File: src/rtl/snf_rxreq_pkg.sv
// Shared CHI definitions for the SN-F request receiver: the request flit
// layout, REQ opcode constants and the architectural L-credit ceiling.
package snf_rxreq_pkg;

    // Largest number of L-credits a CHI link may have outstanding
    localparam int CHI_MAX_CRD = 15;

    // REQ channel opcodes used by the SN-F
    localparam logic [5:0] ReqLCrdReturn  = 6'h00;
    localparam logic [5:0] ReadNoSnp      = 6'h04;
    localparam logic [5:0] WriteNoSnpPtl  = 6'h1C;
    localparam logic [5:0] WriteNoSnpFull = 6'h1D;

    // Request flit (trimmed to the fields the SN-F pipeline consumes)
    typedef struct packed {
        logic [3:0]  qos;
        logic [10:0] tgt_id;
        logic [10:0] src_id;
        logic [11:0] txn_id;
        logic [5:0]  opcode;
        logic [2:0]  size;
        logic [47:0] addr;
    } reqflit_t;

    // A credit-return flit carries no request and must not be buffered
    function automatic logic is_lcrd_return(input reqflit_t f);
        return f.opcode == ReqLCrdReturn;
    endfunction

endpackage

File: src/rtl/chi_flit_fifo.sv
// Generic first-word-fall-through flit FIFO shared by the CHI receivers.
// Depth need not be a power of two; pointers wrap modulo DEPTH.
// A push into a full FIFO is ignored unless a pop frees the slot that cycle.
module chi_flit_fifo #(
    parameter int WIDTH = 8,
    parameter int DEPTH = 4,
    parameter int CNT_W = $clog2(DEPTH + 1)
) (
    input  logic             clock,
    input  logic             reset,
    input  logic             push,
    input  logic [WIDTH-1:0] din,
    input  logic             pop,
    output logic [WIDTH-1:0] dout,
    output logic             full,
    output logic             empty,
    output logic [CNT_W-1:0] count
);

    localparam int PTR_W = (DEPTH > 1) ? $clog2(DEPTH) : 1;

    logic [WIDTH-1:0] mem_reg [DEPTH];
    logic [PTR_W-1:0] wr_ptr_reg, wr_ptr_next;
    logic [PTR_W-1:0] rd_ptr_reg, rd_ptr_next;
    logic [CNT_W-1:0] count_reg, count_next;
    logic             push_ok;
    logic             pop_ok;

    function automatic logic [PTR_W-1:0] ptr_inc(input logic [PTR_W-1:0] p);
        return (p == PTR_W'(DEPTH - 1)) ? '0 : p + 1'b1;
    endfunction

    // Qualify handshakes and compute next pointer/count values
    always_comb begin
        pop_ok      = pop & (count_reg != '0);
        push_ok     = push & ((count_reg != CNT_W'(DEPTH)) | pop_ok);
        wr_ptr_next = push_ok ? ptr_inc(wr_ptr_reg) : wr_ptr_reg;
        rd_ptr_next = pop_ok  ? ptr_inc(rd_ptr_reg) : rd_ptr_reg;
        count_next  = count_reg + CNT_W'(push_ok) - CNT_W'(pop_ok);
    end

    // Pointer and occupancy state
    always_ff @(posedge clock or negedge reset) begin
        if (!reset) begin
            wr_ptr_reg <= '0;
            rd_ptr_reg <= '0;
            count_reg  <= '0;
        end else begin
            wr_ptr_reg <= wr_ptr_next;
            rd_ptr_reg <= rd_ptr_next;
            count_reg  <= count_next;
        end
    end

    // One register per entry so every slot clears on reset
    generate
        for (genvar gi = 0; gi < DEPTH; gi++) begin : g_entry
            // Capture the incoming flit when this slot is the write target
            always_ff @(posedge clock or negedge reset) begin
                if (!reset) begin
                    mem_reg[gi] <= '0;
                end else if (push_ok && (wr_ptr_reg == PTR_W'(gi))) begin
                    mem_reg[gi] <= din;
                end
            end
        end
    endgenerate

    assign dout  = mem_reg[rd_ptr_reg];
    assign full  = (count_reg == CNT_W'(DEPTH));
    assign empty = (count_reg == '0);
    assign count = count_reg;

endmodule

File: src/rtl/snf_rxreq.sv
// SN-F CHI REQ link-layer receiver: grants L-credits, buffers request flits
// in a credit-sized FIFO and presents them to the memory pipeline.
module snf_rxreq
    import snf_rxreq_pkg::*;
#(
    parameter int DEPTH = 4,
    parameter int CNT_W = $clog2(DEPTH + 1)
) (
    input  logic             clock,
    input  logic             reset,
    input  reqflit_t         RXREQFLIT,
    input  logic             RXREQFLITV,
    input  logic             RXREQFLITPEND,
    output logic             RXREQLCRDV,
    output logic             req_valid,
    input  logic             req_ready,
    output reqflit_t         req_flit,
    output logic [CNT_W-1:0] occupancy,
    output logic             proto_err
);

    generate
        if (DEPTH < 1 || DEPTH > CHI_MAX_CRD) begin : g_bad_depth
            $error("snf_rxreq: DEPTH must lie in 1..CHI_MAX_CRD");
        end
    endgenerate

    logic [CNT_W-1:0] lcrd_cnt_reg, lcrd_cnt_next;
    logic             lcrdv_reg, lcrdv_next;
    logic             proto_err_reg, proto_err_next;
    logic [CNT_W-1:0] occupancy_next;

    logic             credit_avail;
    logic             is_return;
    logic             no_credit;
    logic             overflow;
    logic             do_push;
    logic             do_return;
    logic             do_pop;
    logic             consume;

    logic             fifo_full;
    logic             fifo_empty;
    logic [CNT_W-1:0] fifo_count;
    logic [$bits(reqflit_t)-1:0] fifo_dout;

    // The early-flit hint carries no acceptance meaning here
    logic             unused_flitpend;
    assign unused_flitpend = RXREQFLITPEND;

    // Classify the incoming flit; a credit granted this cycle is usable now
    always_comb begin
        credit_avail = (lcrd_cnt_reg != '0) | lcrdv_reg;
        is_return    = is_lcrd_return(RXREQFLIT);
        do_pop       = !fifo_empty & req_ready;
        no_credit    = RXREQFLITV & !credit_avail;
        overflow     = RXREQFLITV & credit_avail & !is_return & fifo_full & !do_pop;
        do_return    = RXREQFLITV & credit_avail & is_return;
        do_push      = RXREQFLITV & credit_avail & !is_return & !(fifo_full & !do_pop);
        consume      = do_push | do_return;
    end

    // Credit bookkeeping: grant only while credits plus buffered flits fit
    always_comb begin
        lcrd_cnt_next  = lcrd_cnt_reg + CNT_W'(lcrdv_reg) - CNT_W'(consume);
        occupancy_next = fifo_count + CNT_W'(do_push) - CNT_W'(do_pop);
        lcrdv_next     = ({1'b0, lcrd_cnt_next} + {1'b0, occupancy_next})
                         < (CNT_W + 1)'(DEPTH);
        proto_err_next = proto_err_reg | no_credit | overflow;
    end

    // Credit counter, grant pulse and sticky error state
    always_ff @(posedge clock or negedge reset) begin
        if (!reset) begin
            lcrd_cnt_reg  <= '0;
            lcrdv_reg     <= 1'b0;
            proto_err_reg <= 1'b0;
        end else begin
            lcrd_cnt_reg  <= lcrd_cnt_next;
            lcrdv_reg     <= lcrdv_next;
            proto_err_reg <= proto_err_next;
        end
    end

    chi_flit_fifo #(
        .WIDTH ($bits(reqflit_t)),
        .DEPTH (DEPTH),
        .CNT_W (CNT_W)
    ) u_fifo (
        .clock (clock),
        .reset (reset),
        .push  (do_push),
        .din   (RXREQFLIT),
        .pop   (do_pop),
        .dout  (fifo_dout),
        .full  (fifo_full),
        .empty (fifo_empty),
        .count (fifo_count)
    );

    assign RXREQLCRDV = lcrdv_reg;
    assign req_valid  = !fifo_empty;
    assign req_flit   = reqflit_t'(fifo_dout);
    assign occupancy  = fifo_count;
    assign proto_err  = proto_err_reg;

endmodule

File: config.mk
export PLATFORM = sky130hd
export DESIGN_NAME = snf_rxreq
export DESIGN_NICKNAME = d
export VERILOG_FILES = /design/src/rtl/snf_rxreq_pkg.sv /design/src/rtl/chi_flit_fifo.sv /design/src/rtl/snf_rxreq.sv
export SDC_FILE = /design/constraint.sdc
export NUM_CORES = 1
export LEC_CHECK = 0
export ABC_AREA = 1
export CAP_MARGIN = 20
export CELL_PAD_IN_SITES_DETAIL_PLACEMENT = 0
export CELL_PAD_IN_SITES_GLOBAL_PLACEMENT = 2
export CORE_ASPECT_RATIO = 0.75
export CORE_UTILIZATION = 37
export CTS_CLUSTER_SIZE = 20
export DETAILED_ROUTE_END_ITERATION = 10
export PLACE_DENSITY_LB_ADDON = 0.08
export SYNTH_ARGS = -nofsm -noshare
export SYNTH_HDL_FRONTEND = slang
export SYNTH_HIERARCHICAL = 1
export SYNTH_SLANG_ARGS = --single-unit
File: constraint.sdc
create_clock -name clock -period 4.6 [get_ports clock]
set_input_delay 1.38 -clock clock [delete_from_list [all_inputs] [get_ports clock]]
set_output_delay 1.38 -clock clock [all_outputs]
set_load 0.01 [all_outputs]
==> summary.md, run 1 <==
| Metric | Value |
|---|---|
| Result of the run | `finished, final reports clean` |
| Via total after detailed routing | `17.25k` |
| Die Footprint | `0.05236 mm²` |
| Largest net degree at the start of global routing | `194` |
| Max Clk Rate | `236.4 MHz` |
| IO Port Bufs | `199` |
| Part of the total power dissipated in sequential elements | `32.3%` |
| Via count of the first global-routing pass | `16.94k` |
| Required time of the critical path | `3.22 ns` |
| Final count of negative-setup-slack endpoints | `0` |
| Worst Hold Depth | `2` |
| Critical Path Source | `u_fifo/rd_ptr_reg[0]` |
| Initial antenna violation count | `1` |
| Ant. Diodes | `0` |
| Die Height | `198.4 µm` |
| Synthesized instance count | `2325` |
| Number of hold-repair buffers added at the cts stage | `0` |
| Number of DRC markers after the initial detailed-route iteration | `1415` |
| Endpoints failing hold | `0` |
| Fraction of the yosys area taken by sequential cells | `51.54%` |
| Peak ir drop on the vdd network | `0.5074 mV` |
| Class of the tightest hold or removal check | `reg2reg` |
| Final WS setup | `0.3697 ns` |
| Number of nets in the finished design | `2503` |
| Max Cap Viol | `0` |
| Yosys top cell by area | `sky130_fd_sc_hd__dfrtp_1` |
| Instance area at placement | `0.02142 mm²` |
| Crit Path Max Fanout | `72` |
| Global-route wire length before repair | `102000 µm` |
| Clk Tree Root Cell | `sky130_fd_sc_hd__clkbuf_16` |
| Internal Dissipation | `0.01045 W` |
| First-pass DRT Iterations | `7` |
| Post-synth top area share | `51.54%` |
| Worst Min Path Start | `u_fifo/mem_reg[212]` |
| Dominant cell by count in the synthesized netlist | `sky130_fd_sc_hd__nand2_1` |
| Final number of max-transition violations | `0` |
| Combinational group share of total power | `49.1%` |
| Dominant register cell in the synthesized netlist | `sky130_fd_sc_hd__dfrtp_1` |
| Synthesis Warnings | `6` |
| Number of H-tree branching levels | `2` |
| Slew margin rel. | `38.39%` |
| Post-Syn Nets | `2440` |
| Share of flip-flops with an asynchronous set or reset | `100.0%` |
| Count of fill cells added during filler insertion | `4978` |
| Power per Cell Area | `802.4 mW/mm²` |
| Vias per cell | `5.618` |
| Leading cell types by total area after synthesis | `sky130_fd_sc_hd__dfrtp_1, sky130_fd_sc_hd__nand2_1, sky130_fd_sc_hd__nand4_1` |
| Clock network power share | `18.6%` |
| Arrival time at the worst endpoint | `2.85 ns` |
| Part of the cycle the worst path needs | `91.96%` |
| CTS Buf Count | `44` |
| Synthesized flop and latch total | `392` |
| Unrepaired setup endpoints after global routing | `false` |
| Post-DRT Antenna Nets | `0` |
| Net load switching power | `0.007821 W` |
| Reg2reg start | `u_fifo/count[1]` |
| Number of flops mapped to enable cells by yosys | `0` |
| Total global-route track usage | `24.82%` |
| Crit start category | `flop` |
| Total overflow reported by the global router | `0` |
| Cells on worst reg2reg path | `15` |
| Crit. End Element | `primary output` |
| Dpl ws | `0.4271 ns` |
| Buffers inserted by post-CTS timing repair | `0` |
| Cell area after synthesis | `0.01903 mm²` |
| Switching part of the total power | `42.82%` |
| Final standard cell area without fillers | `0.02276 mm²` |
| Area inside the core boundary | `0.05046 mm²` |
| Slew at the pin closest to its max-slew limit | `0.9241 ns` |
| Clock latency reported for the late side of the worst-skew pair | `0.56 ns` |
| Standard-cell row count | `71` |
| Residual DRC | `0` |
| Final Wtd Congestion | `0.7461` |
| Clock-pin slew on the worst setup and hold paths | `0.06 ns` |
| Average wire per standard cell | `21.19 µm` |
| Number of gates resized after cts | `0` |
| Leak Pwr | `10.91 nW` |
| Maximum buffer depth of the clock tree | `3` |
| Type of the setup path with the least slack | `reg2out` |
| Share of final-layout standard cells stronger than drive strength 1 | `5.302%` |
| TritonCTS clock tree | `yes` |
| Min cycle time layout | `4.230 ns` |
| Die Width | `263.9 µm` |
| Max reg flops | `380` |
| DP Wirelength | `33900 µm` |
| Initial core utilization | `37.72%` |
| Number of sinks handled by clock tree synthesis | `392` |
| Boundary pin count | `201` |
| Detailed Route WL | `65060 µm` |
| Setup clock skew after layout | `0.009002 ns` |
| Post-Route Setup TNS | `0 ns` |
| Top cells by instance count after synthesis | `sky130_fd_sc_hd__nand2_1, sky130_fd_sc_hd__dfrtp_1, sky130_fd_sc_hd__nand4_1` |
| Mean area per synthesized cell | `8.186 µm²` |
| Unique cell type count in the Yosys netlist | `29` |
| Layout area overhead | `19.60%` |
worst max-delay path: stages (launching register included):
cell and delay, ns:
sky130_fd_sc_hd__dfrtp_4 0.67, sky130_fd_sc_hd__inv_6 0.15, sky130_fd_sc_hd__buf_12 0.30, sky130_fd_sc_hd__o21ai_0 0.16, sky130_fd_sc_hd__o22ai_1 0.30, sky130_fd_sc_hd__clkdlybuf4s50_1 0.62
per-layer routing:
metal  GRT usage [%]  vias to the layer above  wire length [µm]
li1                -                     8110                 -
met1           35.66                     8555             30520
met4           5.556                        2              1032
met5               0                        -                 9
met3           3.602                       78              3716
met2           39.61                      507             29780
worst paths after layout:
check | end | slack (ns)
setup / recovery | req_flit[52] | 0.37
hold / removal | u_fifo/mem_reg[212] | 0.46
min in group asynchronous | u_fifo/mem_reg[272] | 0.80
setup reg to reg | RXREQLCRDV | 1.61
max in group asynchronous | u_fifo/mem_reg[317] | 2.77
hold reg to reg | u_fifo/mem_reg[212] | 0.46
power groups by stage:
stage,logic (W),clock network [W],registers (W)
2_1_floorplan,0.00535,0,0.00568
3_3_place_gp,0.00896,0,0.00588
3_5_place_dp,0.00903,0,0.00592
4_1_cts,0.00905,0.00351,0.00588
5_1_grt,0.00993,0.00364,0.00609
6_report,0.00898,0.00340,0.00589
metrics by stage:
stage	instances	total power (W)	hold slack [ns]	util, %
2_1_floorplan	2325	0.01103	0.4366	-
3_3_place_gp	2999	0.01485	0.4479	42.44
3_5_place_dp	2999	0.01495	0.4528	42.44
4_1_cts	3071	0.01844	0.4674	45.12
5_1_grt	3071	0.01965	0.4784	45.12
6_report	3071	0.01827	0.4624	45.12
logic make-up after synthesis:
logic type | Yosys count | synth area share [%]
xor gates and xnor gates | 5 | 0.2301
and+or+nand+nor | 1369 | 32.35
buffers and inverters | 252 | 6.449
adders and majority gates | 15 | 1.104
AOI/OAI and AO/OA | 292 | 8.329
DFF | 392 | 51.54
placed cells by master, fill, tap and decap left out, types with 9 or more instances in the layout:
cell                                n
sky130_fd_sc_hd__buf_12            20
sky130_fd_sc_hd__clkbuf_1          13
sky130_fd_sc_hd__inv_1             19
sky130_fd_sc_hd__buf_4             28
sky130_fd_sc_hd__o22ai_1           95
sky130_fd_sc_hd__clkbuf_16         45
sky130_fd_sc_hd__o21ai_0          186
sky130_fd_sc_hd__clkdlybuf4s50_1  198
sky130_fd_sc_hd__nand4_1          380
sky130_fd_sc_hd__clkbuf_8           9
sky130_fd_sc_hd__nand2_1          773
sky130_fd_sc_hd__nor2_1           197
sky130_fd_sc_hd__dfrtp_1          390
layout make-up:
class | instances | area [µm²] | area share, %
tap | 657 | 822.0 | 3.611
sequential | 392 | 9814 | 43.11
inverter | 22 | 95.09 | 0.4177
multi-input combinational | 1681 | 8077 | 35.48
timing repair buffer | 247 | 2608 | 11.45
clock inverter | 5 | 50.05 | 0.2199
clock buffer | 67 | 1299 | 5.705
(Power assumes the default switching activity.)
==> run 2, diff against run 1 <==
CELL_PAD_IN_SITES_DETAIL_PLACEMENT = 1   (was 0)
MAX_ROUTING_LAYER = met4   (was default)
TNS_END_PERCENT = 30   (was default)
==> run 2 against run 1 <==
  * Design area hardly changed
  * Clock skew grew 0.0016 ns
  * Sequential power about the same
  * Final cell count is essentially flat
  * Largest cell class unchanged
  * Maximum frequency fell by 0.42%
==> summary.md, run 2 (synthesized netlist as in run 1, its figures left out) <==
| Metric | Value |
|---|---|
| CTS Buf Count | `44 (unchanged)` |
| Largest net degree at the start of global routing | `194 (unchanged)` |
| Number of sinks handled by clock tree synthesis | `392 (unchanged)` |
| Clk Tree Root Cell | `sky130_fd_sc_hd__clkbuf_16` |
| DP Wirelength | `36730 µm (+8.4%)` |
| Switching part of the total power | `43.49% (+0.68 points)` |
| Slew margin rel. | `30.10% (-8.3 points)` |
| Slew at the pin closest to its max-slew limit | `1.049 ns (+0.1244 ns)` |
| Maximum buffer depth of the clock tree | `3 (unchanged)` |
| Initial core utilization | `37.72% (unchanged)` |
| Post-Route Setup TNS | `0 ns (unchanged)` |
| Final number of max-transition violations | `0 (unchanged)` |
| Crit. End Element | `primary output` |
| Via total after detailed routing | `17.53k (+1.6%)` |
| Average wire per standard cell | `22.35 µm (+5.5%)` |
| Setup clock skew after layout | `0.01058 ns (+0.001579 ns)` |
| Number of nets in the finished design | `2503 (unchanged)` |
| Total area of multi-input combinational cells | `0.008077 mm² (unchanged)` |
| Arrival time at the worst endpoint | `2.87 ns (+0.02 ns)` |
| Net load switching power | `0.008035 W (+2.7%)` |
| Area inside the core boundary | `0.05046 mm² (unchanged)` |
| Global-route wire length before repair | `109600 µm (+7.5%)` |
| Total global-route track usage | `27.33% (+2.5 points)` |
| Combinational group share of total power | `49.4% (+0.3 points)` |
| Layout area overhead | `19.60% (about the same)` |
| Crit start category | `flop` |
| Via count of the first global-routing pass | `18.57k (+9.6%)` |
| Count of fill cells added during filler insertion | `5861 (+18%)` |
| Internal Dissipation | `0.01044 W (about the same)` |
| Number of H-tree branching levels | `2 (unchanged)` |
| Final count of negative-setup-slack endpoints | `0 (unchanged)` |
| First-pass DRT Iterations | `4 (-3)` |
| Post-route core utilization | `45.11% (about the same)` |
| Peak ir drop on the vdd network | `0.5609 mV (+11%)` |
| Max reg flops | `380 (unchanged)` |
| Commonest non-fill, non-tap cell in the layout | `sky130_fd_sc_hd__nand2_1` |
| Part of the total power dissipated in sequential elements | `32.0% (-0.3 points)` |
| TritonCTS clock tree | `yes` |
| Initial antenna violation count | `2 (+1)` |
| Max Clk Rate | `235.4 MHz (-0.42%)` |
| Share of final-layout standard cells stronger than drive strength 1 | `5.259% (-0.044 points)` |
| Total overflow reported by the global router | `0 (unchanged)` |
| Unrepaired setup endpoints after global routing | `false` |
| Final standard cell area without fillers | `0.02276 mm² (about the same)` |
| Residual DRC | `0 (unchanged)` |
| Number of hold-repair buffers added at the cts stage | `0 (unchanged)` |
| Number of gates resized after cts | `0 (unchanged)` |
| Final Wtd Congestion | `0.7563 (+1.4%)` |
| Boundary pin count | `201 (unchanged)` |
| Vias per cell | `5.703 (+1.5%)` |
| Number of DRC markers after the initial detailed-route iteration | `1255 (-11%)` |
| Clock network power share | `18.5% (about the same)` |
| Min cycle time layout | `4.248 ns (+0.01797 ns)` |
| Clock-pin slew on the worst setup and hold paths | `0.06 ns (about the same)` |
| Part of the cycle the worst path needs | `92.35% (+0.39 points)` |
| Power per Cell Area | `811.5 mW/mm² (+1.1%)` |
| IO Port Bufs | `199 (unchanged)` |
| Endpoints failing hold | `0 (unchanged)` |
| Die Footprint | `0.05236 mm² (unchanged)` |
| Detailed Route WL | `68700 µm (+5.6%)` |
| Clock latency reported for the late side of the worst-skew pair | `0.56 ns (about the same)` |
| Crit Path Max Fanout | `34 (-53%)` |
| Type of the setup path with the least slack | `reg2out` |
| Die Height | `198.4 µm (unchanged)` |
| Max Cap Viol | `0 (unchanged)` |
| Class of the tightest hold or removal check | `reg2reg` |
| Instance area at placement | `0.02142 mm² (unchanged)` |
| Result of the run | `finished, final reports clean` |
| Die Width | `263.9 µm (unchanged)` |
| Total area of sequential cells | `0.009814 mm² (unchanged)` |
| Buffers inserted by post-CTS timing repair | `0 (unchanged)` |
| Post-DRT Antenna Nets | `0 (unchanged)` |
| Hold Worst Slack | `0.4623 ns (-0.0001340 ns)` |
| Standard-cell row count | `71 (unchanged)` |
| Leak Pwr | `10.90 nW (about the same)` |
| Top library cells by usage in the layout, fill and taps aside | `sky130_fd_sc_hd__nand2_1, sky130_fd_sc_hd__dfrtp_1, sky130_fd_sc_hd__nand4_1` |
| Required time of the critical path | `3.22 ns (about the same)` |
==> run 2: cell types whose count changed in the layout (fill, tap and decap cells not counted), sizes merged <==
cell    change
diode       +2
clkbuf      +1
==> run 2: power groups by stage <==
stage | Sequential (W) | Combinational (W) | Clock (W)
finish | 0.00592 | 0.00913 | 0.00342
global route | 0.00612 | 0.0101 | 0.00364
CTS | 0.00592 | 0.00920 | 0.00352
detailed placement | 0.00595 | 0.00914 | 0
global placement | 0.00588 | 0.00896 | 0
floorplan | 0.00568 | 0.00535 | 0
==> run 2: layout make-up <==
type                            instances  share of cell area (%)
Sequential cell                       392                   43.12
Multi-Input combinational cell       1681                   35.48
Timing Repair Buffer                  247                   11.45
Clock buffer                           68                   5.678
Tap cell                              657                   3.611
Inverter                               22                  0.4177
Clock inverter                          5                  0.2199
Antenna cell                            2                 0.02199
==> run 2: routing by layer <==
layer  wire length (µm)  vias up  global-route usage (%)  part of all wire, %
li1                   -     8113                       -                    -
met4               1037        0                   5.728                  1.5
met2              32420      322                   44.17                   47
met3               2637       79                   3.590                  3.8
met5                  0        -                       -                    0
met1              32610     9016                   36.86                   47
==> run 2: per-stage QoR <==
step	power (W)	setup slack (ns)	std cells
floorplan	0.01103	1.187	2325
global placement	0.01485	0.4392	2999
detailed placement	0.01509	0.4317	2999
CTS	0.01864	0.3478	3072
global route	0.01984	0.2543	3074
finish	0.01847	0.3517	3074
==> run 2: critical path, cell delays in order, from the launching register on <==
cell                              delay [ns]
sky130_fd_sc_hd__dfrtp_4                0.67
sky130_fd_sc_hd__inv_6                  0.15
sky130_fd_sc_hd__buf_4                  0.39
sky130_fd_sc_hd__o21ai_0                0.14
sky130_fd_sc_hd__o22ai_1                0.32
sky130_fd_sc_hd__clkdlybuf4s50_1        0.62
==> run 2: worst paths after layout <==
check,depth (start not counted),endpoint,slack (ns),start
worst max register to register,15,RXREQLCRDV,1.46,u_fifo/count[1]
worst min register to register,2,u_fifo/mem_reg[228],0.46,u_fifo/mem_reg[228]
worst max-delay path,5,req_flit[4],0.35,u_fifo/rd_ptr_reg[0]
min in group asynchronous,1,u_fifo/mem_reg[82],0.80,reset
worst min-delay path,2,u_fifo/mem_reg[228],0.46,u_fifo/mem_reg[228]
max in group asynchronous,2,u_fifo/mem_reg[135],2.74,reset
